### src/rtl/alsu_driver_if.sv
// Command/response bundle between a host sequencer and alsu_driver.
// master = host side, slave = driver side.
interface alsu_driver_if #(
    parameter int HOLD_W = 4
);
    logic              cmd_valid;
    logic              cmd_ready;
    logic [15:0]       cmd_data;
    logic [HOLD_W-1:0] cmd_hold;
    logic              rsp_valid;
    logic              rsp_ready;
    logic [5:0]        rsp_out;
    logic [15:0]       rsp_leds;
    logic              rsp_invalid;

    modport master (
        output cmd_valid, cmd_data, cmd_hold, rsp_ready,
        input  cmd_ready, rsp_valid, rsp_out, rsp_leds, rsp_invalid
    );

    modport slave (
        input  cmd_valid, cmd_data, cmd_hold, rsp_ready,
        output cmd_ready, rsp_valid, rsp_out, rsp_leds, rsp_invalid
    );
endinterface

### src/rtl/alsu_driver.sv
// ALSU command initiator: drive pins for cmd_hold+1 cycles, wait out the
// ALSU latency, capture out/leds. ALSU_DRV_INVALID_FLAG_EN enables rsp_invalid.
module alsu_driver #(
    parameter int LATENCY = 2,
    parameter int HOLD_W  = 4
) (
    input  logic        clk,
    input  logic        rst,
    alsu_driver_if.slave bus,
    output logic        busy,
    output logic [2:0]  alsu_a,
    output logic [2:0]  alsu_b,
    output logic [2:0]  alsu_opcode,
    output logic        alsu_cin,
    output logic        alsu_serial_in,
    output logic        alsu_red_op_a,
    output logic        alsu_red_op_b,
    output logic        alsu_bypass_a,
    output logic        alsu_bypass_b,
    output logic        alsu_direction,
    input  logic [5:0]  alsu_out,
    input  logic [15:0] alsu_leds
);
    localparam int LAT_W = (LATENCY > 1) ? $clog2(LATENCY) : 1;

    typedef enum logic [1:0] {
        IDLE,
        DRIVE,
        WAIT,
        RESP
    } state_t;

    state_t            state, state_nx;
    logic [HOLD_W-1:0] hold_q, hold_nx;
    logic [LAT_W-1:0]  wait_q, wait_nx;
    logic [15:0]       pins_q, pins_nx;
    logic [5:0]        out_q, out_nx;
    logic [15:0]       leds_q, leds_nx;
    logic              valid_q, valid_nx;
    logic              ready_q;
    logic              busy_q;
    logic              take;
    logic              sample;

    assign take   = (state == IDLE) && bus.cmd_valid;
    assign sample = (state == WAIT) && (wait_q == '0);

    // Next-state and next-register values; pins image uses cmd_data layout.
    always_comb begin
        state_nx = state;
        hold_nx  = hold_q;
        wait_nx  = wait_q;
        pins_nx  = pins_q;
        out_nx   = out_q;
        leds_nx  = leds_q;
        valid_nx = valid_q;
        unique case (state)
            IDLE: begin
                if (bus.cmd_valid) begin
                    state_nx = DRIVE;
                    pins_nx  = bus.cmd_data;
                    hold_nx  = bus.cmd_hold;
                end
            end
            DRIVE: begin
                if (hold_q == '0) begin
                    state_nx = WAIT;
                    pins_nx  = '0;
                    wait_nx  = LAT_W'(LATENCY - 1);
                end else begin
                    hold_nx = hold_q - HOLD_W'(1);
                end
            end
            WAIT: begin
                if (wait_q == '0) begin
                    state_nx = RESP;
                    out_nx   = alsu_out;
                    leds_nx  = alsu_leds;
                    valid_nx = 1'b1;
                end else begin
                    wait_nx = wait_q - LAT_W'(1);
                end
            end
            RESP: begin
                if (bus.rsp_ready) begin
                    state_nx = IDLE;
                    valid_nx = 1'b0;
                end
            end
            default: state_nx = IDLE;
        endcase
    end

    // State and output registers; reset drops any command in flight.
    always_ff @(posedge clk) begin
        if (rst) begin
            state   <= IDLE;
            hold_q  <= '0;
            wait_q  <= '0;
            pins_q  <= '0;
            out_q   <= '0;
            leds_q  <= '0;
            valid_q <= 1'b0;
            ready_q <= 1'b1;
            busy_q  <= 1'b0;
        end else begin
            state   <= state_nx;
            hold_q  <= hold_nx;
            wait_q  <= wait_nx;
            pins_q  <= pins_nx;
            out_q   <= out_nx;
            leds_q  <= leds_nx;
            valid_q <= valid_nx;
            ready_q <= (state_nx == IDLE);
            busy_q  <= (state_nx != IDLE);
        end
    end

`ifdef ALSU_DRV_INVALID_FLAG_EN
    logic [2:0] op;
    logic       bad;
    logic       bad_q;
    logic       inv_q;

    assign op  = bus.cmd_data[8:6];
    assign bad = (op == 3'b110) || (op == 3'b111) ||
                 ((bus.cmd_data[11] | bus.cmd_data[12]) && (op[2:1] != 2'b00));

    // Classify on accept, publish together with the captured result.
    always_ff @(posedge clk) begin
        if (rst) begin
            bad_q <= 1'b0;
            inv_q <= 1'b0;
        end else begin
            if (take)
                bad_q <= bad;
            if (sample)
                inv_q <= bad_q;
        end
    end

    assign bus.rsp_invalid = inv_q;
`else
    assign bus.rsp_invalid = 1'b0;
`endif

    assign bus.cmd_ready = ready_q;
    assign bus.rsp_valid = valid_q;
    assign bus.rsp_out   = out_q;
    assign bus.rsp_leds  = leds_q;
    assign busy          = busy_q;

    assign alsu_a         = pins_q[2:0];
    assign alsu_b         = pins_q[5:3];
    assign alsu_opcode    = pins_q[8:6];
    assign alsu_cin       = pins_q[9];
    assign alsu_serial_in = pins_q[10];
    assign alsu_red_op_a  = pins_q[11];
    assign alsu_red_op_b  = pins_q[12];
    assign alsu_bypass_a  = pins_q[13];
    assign alsu_bypass_b  = pins_q[14];
    assign alsu_direction = pins_q[15];
endmodule

### src/flat_wrapper.sv
// flat-port wrapper written by rule: the top's interface ports become plain ports
module alsu_driver_flat 
#(
    parameter int LATENCY = 2,
    parameter int HOLD_W  = 4
)
  (clk, rst, busy, alsu_a, alsu_b, alsu_opcode, alsu_cin, alsu_serial_in, alsu_red_op_a, alsu_red_op_b, alsu_bypass_a, alsu_bypass_b, alsu_direction, alsu_out, alsu_leds, bus_cmd_valid, bus_cmd_data, bus_cmd_hold, bus_rsp_ready, bus_cmd_ready, bus_rsp_valid, bus_rsp_out, bus_rsp_leds, bus_rsp_invalid);
  alsu_driver_if #(.HOLD_W(HOLD_W)) bus_i ();
  input  logic clk;
  input  logic rst;
  output logic busy;
  output logic [2:0] alsu_a;
  output logic [2:0] alsu_b;
  output logic [2:0] alsu_opcode;
  output logic alsu_cin;
  output logic alsu_serial_in;
  output logic alsu_red_op_a;
  output logic alsu_red_op_b;
  output logic alsu_bypass_a;
  output logic alsu_bypass_b;
  output logic alsu_direction;
  input  logic [5:0] alsu_out;
  input  logic [15:0] alsu_leds;
  input wire logic [$bits(bus_i.cmd_valid)-1:0] bus_cmd_valid;
  input wire logic [$bits(bus_i.cmd_data)-1:0] bus_cmd_data;
  input wire logic [$bits(bus_i.cmd_hold)-1:0] bus_cmd_hold;
  input wire logic [$bits(bus_i.rsp_ready)-1:0] bus_rsp_ready;
  output wire logic [$bits(bus_i.cmd_ready)-1:0] bus_cmd_ready;
  output wire logic [$bits(bus_i.rsp_valid)-1:0] bus_rsp_valid;
  output wire logic [$bits(bus_i.rsp_out)-1:0] bus_rsp_out;
  output wire logic [$bits(bus_i.rsp_leds)-1:0] bus_rsp_leds;
  output wire logic [$bits(bus_i.rsp_invalid)-1:0] bus_rsp_invalid;
  assign bus_i.cmd_valid = bus_cmd_valid;
  assign bus_i.cmd_data = bus_cmd_data;
  assign bus_i.cmd_hold = bus_cmd_hold;
  assign bus_i.rsp_ready = bus_rsp_ready;
  assign bus_cmd_ready = bus_i.cmd_ready;
  assign bus_rsp_valid = bus_i.rsp_valid;
  assign bus_rsp_out = bus_i.rsp_out;
  assign bus_rsp_leds = bus_i.rsp_leds;
  assign bus_rsp_invalid = bus_i.rsp_invalid;
  alsu_driver #(.LATENCY(LATENCY), .HOLD_W(HOLD_W)) u_core (.clk(clk), .rst(rst), .bus(bus_i), .busy(busy), .alsu_a(alsu_a), .alsu_b(alsu_b), .alsu_opcode(alsu_opcode), .alsu_cin(alsu_cin), .alsu_serial_in(alsu_serial_in), .alsu_red_op_a(alsu_red_op_a), .alsu_red_op_b(alsu_red_op_b), .alsu_bypass_a(alsu_bypass_a), .alsu_bypass_b(alsu_bypass_b), .alsu_direction(alsu_direction), .alsu_out(alsu_out), .alsu_leds(alsu_leds));
endmodule
### config.mk
export PLATFORM = sky130hd
export DESIGN_NAME = alsu_driver_flat
export DESIGN_NICKNAME = d
export VERILOG_FILES = /design/src/rtl/alsu_driver_if.sv /design/src/rtl/alsu_driver.sv /design/src/flat_wrapper.sv
export SDC_FILE = /design/constraint.sdc
export NUM_CORES = 1
export LEC_CHECK = 0
export CORE_MARGIN = 2
export CORE_UTILIZATION = 42
export DETAILED_ROUTE_END_ITERATION = 10
export GPL_TIMING_DRIVEN = 0
export PLACE_DENSITY = 0.8
export SYNTH_ARGS = -nofsm -noshare
export SYNTH_HDL_FRONTEND = slang
export SYNTH_SLANG_ARGS = --single-unit
### constraint.sdc
create_clock -name clk -period 2.05 [get_ports clk]
set_input_delay 0.3075 -clock clk [delete_from_list [all_inputs] [get_ports clk]]
set_output_delay 0.3075 -clock clk [all_outputs]
set_load 0.05 [all_outputs]
=== Word-level counts from Yosys, hierarchy flattened ===
Index checks and enable logic that the tools add are counted.

* $add $sub $neg: 2
* Equality and inequality tests: 8
* Muxes and demuxes: 17
* Bitwise gates (word level): 1
* Reductions and logical operators: 12

{| class="wikitable"
|+ Operator list
! cell !! number
|-
| 16-bit 2-to-1 mux || 2
|-
| 16-bit case mux with 2 select lines || 1
|-
| 3-bit AND reduction || 3
|-
| 2-bit 2-to-1 mux || 4
|-
| 4-bit 2-to-1 mux || 2
|-
| 2-bit inequality test (second input constant) || 4
|-
| 2-bit case mux with 4 select lines || 1
|-
| 4-bit case mux with 2 select lines || 1
|-
| 2-bit nonzero test || 4
|-
| 2-bit equality test (second input constant) || 2
|-
| 2-bit zero test || 2
|-
| 4-bit zero test || 1
|-
| 1-bit 2-to-1 mux || 4
|-
| 1-bit case mux with 2 select lines || 2
|-
| 2-bit AND reduction || 2
|-
| 4-bit by 1-bit subtractor with 4-bit output (second input constant) || 1
|-
| 2-bit by 1-bit equality test with 1-bit output (second input constant) || 1
|-
| 2-bit by 1-bit inequality test with 1-bit output (second input constant) || 1
|-
| 1-bit NOT || 1
|-
| 1-bit subtractor (second input constant) || 1
|}

* Register bits: 48
* Word-level logic and storage cells: 49

=== Longest topological paths before layout ===
Gate-level depths: netlist of the first run.

* Depth in word-level cells: 4
* Mapped depth: 7
* Depth with buffers taken out: 5

=== Least setup slack after synthesis of the first run ===
OpenSTA, ideal clock, no wires.

* Kind: register to register
* Start: reg u_core.hold_q[0]
* End: reg u_core.pins_q[10]
* Data arrival time: 1479 ps
* Path slack: 450 ps
* Stages on the path, launching flop included: 8
* Buffers on the path: 2
* Period minus slack after synthesis: 1600 ps
* Cells stage by stage: dfxtp_1 > inv_1 > ha_1 > nand4bb_4 > a21o_1 > buf_6 > buf_6 > mux2_4

* Cells in the longest elaborated chain, start to end: 3

{| class="wikitable"
|+ RTL lines
! item !! RTL line !! RTL
|-
| start: declaration || alsu_driver.sv:34 || <nowiki>logic [HOLD_W-1:0] hold_q, hold_nx;</nowiki>
|-
| start signal: assignment || alsu_driver.sv:108 || <nowiki>hold_q <= hold_nx;</nowiki>
|-
| 4-bit zero test || alsu_driver.sv:66 || <nowiki>if (hold_q == '0) begin</nowiki>
|-
| 2-bit by 1-bit inequality test with 1-bit output (no source line) || -- ||
|-
| 3-bit AND reduction (no source line) || -- ||
|-
| end signal: assignment || alsu_driver.sv:110 || <nowiki>pins_q <= pins_nx;</nowiki>
|-
| end: declaration || alsu_driver.sv:36 || <nowiki>logic [15:0] pins_q, pins_nx;</nowiki>
|}

No other way between the ends.
A chain may end at the register's enable or synchronous reset.

=== Worst setup path in the final report of the first run ===
* Start: reg u_core.leds_q[13], in the netlist u_core.bus.rsp_leds[13]
* End: out bus_rsp_leds[13]

{| class="wikitable"
|+ RTL lines
! item !! RTL line !! RTL
|-
| start: declaration || alsu_driver.sv:38 || <nowiki>logic [15:0] leds_q, leds_nx;</nowiki>
|-
| start signal: assignment || alsu_driver.sv:112 || <nowiki>leds_q <= leds_nx;</nowiki>
|-
| end: declaration || flat_wrapper.sv:31 || <nowiki>output wire logic [$bits(bus_i.rsp_leds)-1:0] bus_rsp_leds;</nowiki>
|}

No word-level cell between the ends.

==> results of run 1 <==
routing by layer:
layer,share of wire [%],GRT usage (%),up-vias
met3,11,9.371,2
met5,0,0,-
met2,47,30.70,75
met1,41,22.87,830
li1,-,-,954
met4,0.47,4.762,0
registers in the layout, indices dropped and copies added (netlist names):
name	count
u_core.bus.rsp_leds	16
u_core.pins_q	16
u_core.bus.rsp_out	6
u_core.hold_q	4
u_core.state	2
u_core.bus.cmd_ready	1
u_core.bus.rsp_valid	1
u_core.busy	1
u_core.wait_q	1
cell families (layout without fill, tap and decap cells):
group / after synthesis / after routing / synth area share, %
multiplexers: 18 / 18 / 11.21
buffers and inverters: 23 / 116 / 5.487
AO/OA/AOI/OAI: 43 / 43 / 12.45
flip-flops: 48 / 48 / 45.31
AND/OR/NAND/NOR: 95 / 95 / 24.78
other: 1 / 1 / 0.1768
adder cells (fa/ha/maj): 1 / 1 / 0.5899
cells in the final DEF, fill, tap and decap left out, types with 5 or more instances in the layout:
cell / instances
clkbuf_8: 6
inv_1: 5
nor2b_1: 19
clkdlybuf4s50_1: 85
buf_2: 9
clkbuf_1: 6
mux2_2: 6
nand2_1: 48
dfxtp_1: 48
mux2_4: 10
nor3b_1: 18
a21oi_1: 25
through the flow:
step	util [%]	instance area, um2	std cells
3_5_place_dp	63.84	3055	381
6_report	65.78	3148	389
4_1_cts	65.78	3148	389
3_3_place_gp	63.84	3055	381
2_1_floorplan	-	2121	229
5_1_grt	65.78	3148	389
how the worst max path moves through the flow:
stage	endpoint	slack, ns	from
floorplan	u_core.pins_q[10]	0.45	u_core.hold_q[0]
global placement	u_core.pins_q[11]	0.23	bus_cmd_valid
detailed placement	u_core.pins_q[13]	0.22	bus_cmd_valid
CTS	bus_rsp_leds[13]	0.25	u_core.bus.rsp_leds[13]
global route	u_core.pins_q[13]	0.21	u_core.hold_q[0]
finish	bus_rsp_leds[13]	0.27	u_core.bus.rsp_leds[13]
cell type report:
type / count / area (um2)
buffer: 18 / 97.59
multi-input combinational: 158 / 1044
clock buffer: 6 / 82.58
tap: 67 / 83.83
timing repair buffer: 85 / 850.8
inverter: 5 / 18.77
clock inverter: 2 / 10.01
sequential: 48 / 960.9
fill: 416 / 1638
power by group through the flow:
stage	clock, mW	combinational (mW)	sequential [mW]
floorplan	0	0.784	1.80
global placement	0	1.82	1.28
detailed placement	0	1.84	1.29
CTS	0.597	1.85	1.27
global route	0.631	1.97	1.30
finish	0.582	1.83	1.27
==> results.json, run 1 <==
{
  "worstPathCellList": "clkdlybuf4s50_1",
  "synth-edff-count": 0,
  "dp_hpwl_mm": 3.756,
  "clock.fmax_mhz": 561.8,
  "hold_start": "u_core.bus.rsp_leds[3]",
  "grt_use_total_pct": 19.08,
  "diodes": 0,
  "tightest_slew_ns": 0.5219,
  "synth_seq_area_share_pct": 45.31,
  "antenna_found_initial": 0,
  "syn_area_um2": 2121,
  "via_per_inst": 4.784,
  "whs_path_depth": 2,
  "clockPowerShare_pct": 15.8,
  "worstPathArrival_ns": 1.47,
  "dpl_worst_slack_ns": 0.2218,
  "setup-violations-final": 0,
  "cts_resized": 0,
  "setup_tns_ns": 0,
  "hold_path_class": "flip-flop to flip-flop",
  "r2r_slack_ns": 0.30,
  "grt_start_max_net_pins": 15,
  "intPower_mw": 2.179,
  "timing.final.ws_setup_ns": 0.2701,
  "grt_pass1_wl_mm": 8.217,
  "cp-start-kind": "flip-flop",
  "avgSynthCellArea_um2": 9.261,
  "sw_frac_of_total_pct": 40.89,
  "ys_types": 37,
  "vdd_drop_max_uv": 623.4,
  "drt-wirelength-per-cell_um": 12.99,
  "gp_congestion": 0.7679,
  "synth_top_cell_area_share_pct": 45.31,
  "hold_violations": 0,
  "p_leak_nw": 1.180,
  "rsz0062_at_grt": "no",
  "final_nets": 368,
  "core_area_um2": 4786,
  "grt-ovfl-total": 0,
  "end_kind": "output port",
  "cp.required_ns": 1.74,
  "slowest_delay_ns": 0.82,
  "yosysWarnings": 0,
  "power_mw": 3.686,
  "cp_max_fo": 2,
  "cpMaxStageDelayCell": "clkdlybuf4s50_1",
  "pwr-share-comb_pct": 49.7,
  "drc": 0,
  "hold_end": "u_core.bus.rsp_leds[3]",
  "cts_inserted_buffers": 5,
  "grt_pass1_vias": 1786,
  "die_w_um": 75.06,
  "rr_endpoint": "u_core.pins_q[15]",
  "die_h_um": 75.06,
  "floorplan.initialDensity_pct": 44.31,
  "clk_pin_slew_ns": 0.09,
  "final.setup_skew_ns": 0.006196,
  "crit_buf_inv": 1,
  "ant_nets": 0,
  "vias": 1861,
  "cts_hold_buf": 0,
  "htreeDepth": 2,
  "maxSlewHeadroom_pct": 65.10,
  "maxCapViolations": 0,
  "reg2reg_from": "u_core.hold_q[0]",
  "io_pins": 88,
  "synth_nets": 276,
  "rows": 25,
  "netlist_top_cells_area": "dfxtp_1 45%, nand2_1 8.5%, mux2_4 7.1%, nor3b_1 6.4%, a21oi_1 5.9%",
  "period_minus_slack_ns": 1.780,
  "root_buffer": "clkbuf_8",
  "yosysTopAreaCell": "dfxtp_1",
  "finalCritPeriodShare_pct": 86.83,
  "drv_slew": 0,
  "r2r_cells": 7,
  "synthToLayoutAreaGrowth_pct": 48.44,
  "dr.pass1.iters": 4,
  "wirelength_mm": 5.054,
  "layout-drive-gt1-share_pct": 12.42,
  "seqPwrFrac_pct": 34.5,
  "synthTopCellsByCount": "48 x dfxtp_1, 48 x nand2_1, 25 x a21oi_1",
  "synth-async-reset-ratio_pct": 0,
  "cp.depth": 1,
  "yosys_register_bits": 48,
  "cp_top_family": "buffers and inverters",
  "cts_tree": "done",
  "holdWs_ns": 0.4560,
  "power.density_nw_per_um2": 1171,
  "dieArea_um2": 5634,
  "clock_latency_ns": 0.30,
  "clock_path_buffers": 2,
  "status": "complete, no violations",
  "p_sw_mw": 1.507,
  "postCtsSetupBuffers": 0,
  "postSynthCellCount": 229,
  "synth_top_flop_cell": "dfxtp_1",
  "critical_path_class": "flip-flop to output port",
  "port-buffer-count": 85,
  "drt_iter0_drc": 52,
  "clock-sinks": 48
}
Note: power is estimated with default switching activity, not from simulation.
==> inputs of run 2 (changes only) <==
--- a/config.mk
+++ b/config.mk
@@ -5,11 +5,12 @@
 export SDC_FILE = /design/constraint.sdc
 export NUM_CORES = 1
 export LEC_CHECK = 0
+export ABC_CLOCK_PERIOD_IN_PS = 2050
 export CORE_MARGIN = 2
 export CORE_UTILIZATION = 42
 export DETAILED_ROUTE_END_ITERATION = 10
-export GPL_TIMING_DRIVEN = 0
 export PLACE_DENSITY = 0.8
+export SKIP_LAST_GASP = 1
 export SYNTH_ARGS = -nofsm -noshare
 export SYNTH_HDL_FRONTEND = slang
 export SYNTH_SLANG_ARGS = --single-unit
==> run 2 against run 1 <==
Against the previous run:
- utilization fell by 0.86 points
- wire length decreased by 3.8%
- die area unchanged
- setup slack got worse by 0.028 ns
- design area shrank 1.3%
- sequential power hardly changed
- combinational power about the same
- clock power is 0.9% lower
- highest routed layer unchanged
- critical path type is now flip-flop to flip-flop
- count of clock-buffer cells in the layout did not move
- first-iteration DRC count grew 79%
==> results.json, run 2 (synthesized netlist as in run 1, its figures left out) <==
{
  "status": "complete, no violations",
  "via_per_inst": 4.873,
  "antenna_found_initial": 0,
  "dp_hpwl_mm": 3.392,
  "fillCellCount": 410,
  "root_buffer": "clkbuf_8",
  "place_area_um2": 3013,
  "reg2reg_from": "u_core.hold_q[0]",
  "p_leak_nw": 1.152,
  "cp-start-kind": "flip-flop",
  "die_h_um": 75.06,
  "postCtsSetupBuffers": 0,
  "end_kind": "flip-flop",
  "drt-wirelength-per-cell_um": 12.87,
  "drv_slew": 0,
  "whs_path_depth": 2,
  "wirelength_mm": 4.864,
  "cp_max_fo": 16,
  "grt-ovfl-total": 0,
  "vdd_drop_max_uv": 571.9,
  "final_cell_mix": "85 x clkdlybuf4s50_1, 48 x nand2_1, 48 x dfxtp_1",
  "dpl_worst_slack_ns": -0.02493,
  "r2r_cells": 5,
  "maxCapViolations": 0,
  "grt_use_total_pct": 18.03,
  "layout-drive-gt1-share_pct": 11.90,
  "core_area_um2": 4786,
  "cp.required_ns": 2.24,
  "period_minus_slack_ns": 1.808,
  "io_pins": 88,
  "die_w_um": 75.06,
  "tightest_slew_ns": 0.8137,
  "port-buffer-count": 86,
  "cts_inserted_buffers": 5,
  "cts_tree": "done",
  "startpoint": "u_core.hold_q[0]",
  "clock_path_buffers": 2,
  "clock_latency_ns": 0.30,
  "ant_nets": 0,
  "finalCritPeriodShare_pct": 88.21,
  "hold_violations": 0,
  "vias": 1842,
  "grt_start_max_net_pins": 46,
  "grt_pass1_wl_mm": 7.748,
  "synthToLayoutAreaGrowth_pct": 46.49,
  "timing.final.ws_setup_ns": 0.2418,
  "gp_congestion": 0.8402,
  "worstPathCellList": "inv_1, ha_1, nand4bb_4, a21o_2, mux2_2",
  "drt_iter0_drc": 93,
  "grt_pass1_vias": 1724,
  "cpMaxStageDelayCell": "a21o_2",
  "clock.fmax_mhz": 553.0,
  "setup-violations-final": 0,
  "rows": 25,
  "slowest_delay_ns": 0.45,
  "rsz0062_at_grt": "no",
  "maxSlewHeadroom_pct": 45.75,
  "dr.pass1.iters": 4,
  "clk_pin_slew_ns": 0.09,
  "dieArea_um2": 5634,
  "diodes": 0,
  "final_common_cell": "clkdlybuf4s50_1",
  "r2r_slack_ns": 0.24,
  "critical_path_class": "flip-flop to flip-flop",
  "final_nets": 357,
  "htreeDepth": 2,
  "clock-sinks": 48,
  "final.setup_skew_ns": 0.008902,
  "drc": 0,
  "floorplan.initialDensity_pct": 44.31,
  "worstPathArrival_ns": 2.00,
  "power_mw": 3.658,
  "power.density_nw_per_um2": 1177,
  "hold_start": "u_core.bus.rsp_leds[11]",
  "hold_path_class": "flip-flop to flip-flop",
  "final_area_um2": 3107,
  "post-route-util_pct": 64.92
}
[run 2: cell count changes in the layout (fill, tap and decap cells not counted), sizes merged]
cell | before | now
buf | 12 | 7
clkbuf | 12 | 6
[run 2: final timing paths]
check / end
hold reg to reg: u_core.bus.rsp_leds[11]
setup / recovery: u_core.pins_q[3]
hold / removal: u_core.bus.rsp_leds[11]
setup reg to reg: u_core.pins_q[3]
[run 2: worst max-delay path, delay by kind of cell, from the launching register on]
kind                       cells  cell delay (ns)
muxes                          1             0.39
buffers and inverters          1             0.07
and+or+nand+nor                1             0.15
DFF                            1             0.37
adders and majority gates      1             0.26
AOI/OAI and AO/OA              1             0.45
[run 2: final cells by class]
type / instances / area (um2) / share of cell area (%)
Tap cell: 67 / 83.83 / 2.698
Inverter: 5 / 18.77 / 0.6041
Clock inverter: 2 / 10.01 / 0.3222
Clock buffer: 6 / 82.58 / 2.658
Timing Repair Buffer: 92 / 900.9 / 29.00
Sequential cell: 48 / 960.9 / 30.93
Multi-Input combinational cell: 158 / 1050 / 33.79
[run 2: metal layers]
metal / up-vias / GRT usage [%] / wire [um] / share of wire (%)
met2: 82 / 26.80 / 2054 / 42
met5: - / 0 / 0 / 0
met3: 7 / 9.371 / 593 / 12
li1: 933 / - / - / -
met1: 820 / 22.15 / 2148 / 44
met4: 0 / 6.944 / 68 / 1.4
[run 2: report_power, final]
group	internal, mW	switching [mW]
logic	0.754	1.05
registers	1.14	0.141
clock network	0.270	0.308
[run 2: stage by stage]
stage	setup TNS, ns	cells	hold WS [ns]
after floorplan	0	229	0.4435
after global placement	-0.002867	370	0.4409
after detailed placement	-0.1289	370	0.4457
after CTS	0	378	0.4585
after global routing	0	378	0.4771
final	0	378	0.4558
[run 2: repair_timing]
item | in CTS | in global routing
resized for setup | 1 | 0
hold buffers | 0 | 0
endpoints found under the setup margin | 5 | 0
==> inputs of run 3 (changes only) <==
--- a/config.mk
+++ b/config.mk
@@ -6,8 +6,10 @@
 export NUM_CORES = 1
 export LEC_CHECK = 0
 export ABC_CLOCK_PERIOD_IN_PS = 2050
+export CELL_PAD_IN_SITES_DETAIL_PLACEMENT = 1
+export CELL_PAD_IN_SITES_GLOBAL_PLACEMENT = 2
 export CORE_MARGIN = 2
-export CORE_UTILIZATION = 42
+export CORE_UTILIZATION = 24
 export DETAILED_ROUTE_END_ITERATION = 10
 export PLACE_DENSITY = 0.8
 export SKIP_LAST_GASP = 1
==> run 3 against run 2 <==
Against the previous run:
- register-to-register slack improved by 0.07 ns
- count of clock-buffer cells in the layout rose by 2
- combinational power barely moved
- power rose by 0.69%
- critical path type is now flip-flop to output port
- clock power rose by 2%
- largest power group unchanged
- critical path depth fell by 4
==> results.json, run 3 (synthesized netlist as in run 1, its figures left out) <==
{
  "cp.required_ns": 1.74,
  "cp-start-kind": "flip-flop",
  "io_pins": 88,
  "die_h_um": 98.01,
  "grt_use_total_pct": 11.65,
  "p_leak_nw": 1.147,
  "synthToLayoutAreaGrowth_pct": 48.73,
  "clock_latency_ns": 0.29,
  "dp_hpwl_mm": 3.884,
  "setup_tns_ns": 0,
  "dpl_worst_slack_ns": 0.2856,
  "hold_start": "u_core.bus.rsp_leds[14]",
  "drt_iter0_drc": 31,
  "drt-wirelength-per-cell_um": 13.26,
  "timing.final.ws_setup_ns": 0.2733,
  "maxSlewHeadroom_pct": 42.30,
  "grt_pass1_vias": 1884,
  "clock-sinks": 48,
  "port-buffer-count": 86,
  "period_minus_slack_ns": 1.777,
  "status": "complete, no violations",
  "grt_pass1_wl_mm": 9.246,
  "cts_tree": "done",
  "cts_resized": 0,
  "maxCapViolations": 0,
  "rows": 34,
  "antenna_found_initial": 0,
  "dr.pass1.iters": 4,
  "crit_buf_inv": 1,
  "core_area_um2": 8636,
  "startpoint": "u_core.bus.rsp_out[1]",
  "final_nets": 357,
  "diodes": 0,
  "cts_inserted_buffers": 5,
  "reg2reg_from": "u_core.hold_q[0]",
  "grt_start_max_net_pins": 49,
  "fillCellCount": 1002,
  "htreeDepth": 2,
  "via_per_inst": 4.382,
  "drc": 0,
  "final_cell_mix": "85 x clkdlybuf4s50_1, 48 x nand2_1, 48 x dfxtp_1",
  "end_kind": "output port",
  "hold_path_class": "flip-flop to flip-flop",
  "slowest_delay_ns": 0.83,
  "grt-ovfl-total": 0,
  "setup-violations-final": 0,
  "dieArea_um2": 9605,
  "finalCritPeriodShare_pct": 86.67,
  "root_buffer": "clkbuf_8",
  "postCtsSetupBuffers": 0,
  "drv_slew": 0,
  "die_w_um": 98.01,
  "tightest_slew_ns": 0.8656,
  "final_common_cell": "clkdlybuf4s50_1",
  "clock_path_buffers": 2,
  "worstPathArrival_ns": 1.47,
  "hold_violations": 0,
  "vdd_drop_max_uv": 306.5,
  "clk_pin_slew_ns": 0.09,
  "cpMaxStageDelayCell": "clkdlybuf4s50_1",
  "layout-drive-gt1-share_pct": 10.93,
  "cp_max_fo": 2,
  "wirelength_mm": 5.554,
  "final.setup_skew_ns": 0.004283,
  "power.density_nw_per_um2": 1168,
  "floorplan.initialDensity_pct": 24.56,
  "gp_congestion": 0.7768,
  "critical_path_class": "flip-flop to output port",
  "clock.fmax_mhz": 562.9,
  "worstPathCellList": "clkdlybuf4s50_1",
  "cts_hold_buf": 0,
  "cp_top_family": "buffers and inverters",
  "holdWs_ns": 0.4581,
  "ant_nets": 0,
  "vias": 1836,
  "rsz0062_at_grt": "no"
}
==> run 3: path summary, 6_finish.rpt <==
check,to,slack [ns],depth (start not counted)
min,u_core.bus.rsp_leds[14],0.46,2
max,bus_rsp_out[1],0.27,1
min reg2reg,u_core.bus.rsp_leds[14],0.46,2
max reg2reg,u_core.pins_q[0],0.31,6
==> run 3: cell type report <==
type / instances / area, um2 / area share, %
Clock buffer: 8 / 90.09 / 2.856
Timing Repair Buffer: 92 / 900.9 / 28.56
Tap cell: 108 / 135.1 / 4.284
Multi-Input combinational cell: 158 / 1049 / 33.24
Inverter: 5 / 18.77 / 0.5950
Sequential cell: 48 / 960.9 / 30.46
==> run 3: where the power goes <==
| part | total, mW | switching [mW] | internal [mW] | leakage, nW |
|---|---|---|---|---|
| registers | 1.28 | 0.141 | 1.14 | 0.392 |
| logic | 1.82 | 1.06 | 0.752 | 0.709 |
| clock network | 0.590 | 0.314 | 0.276 | 0.0455 |
| total | 3.68 | 1.52 | 2.16 | 1.15 |
==> run 3: routing by layer <==
layer | global-route usage [%] | vias up | routed length, um
met5 | 0 | - | 0
met1 | 16.51 | 833 | 2743
met2 | 16.65 | 65 | 2260
li1 | - | 933 | -
met4 | 2.244 | 0 | 48
met3 | 4.868 | 5 | 502
==> run 3: metrics by stage <==
stage	power [mW]	instance area [um2]	cells	utilization [%]
6_report	3.683	3154	419	36.53
3_3_place_gp	3.108	3064	411	35.48
3_5_place_dp	3.135	3064	411	35.48
4_1_cts	3.753	3154	419	36.53
5_1_grt	3.928	3154	419	36.53
2_1_floorplan	2.584	2121	229	-
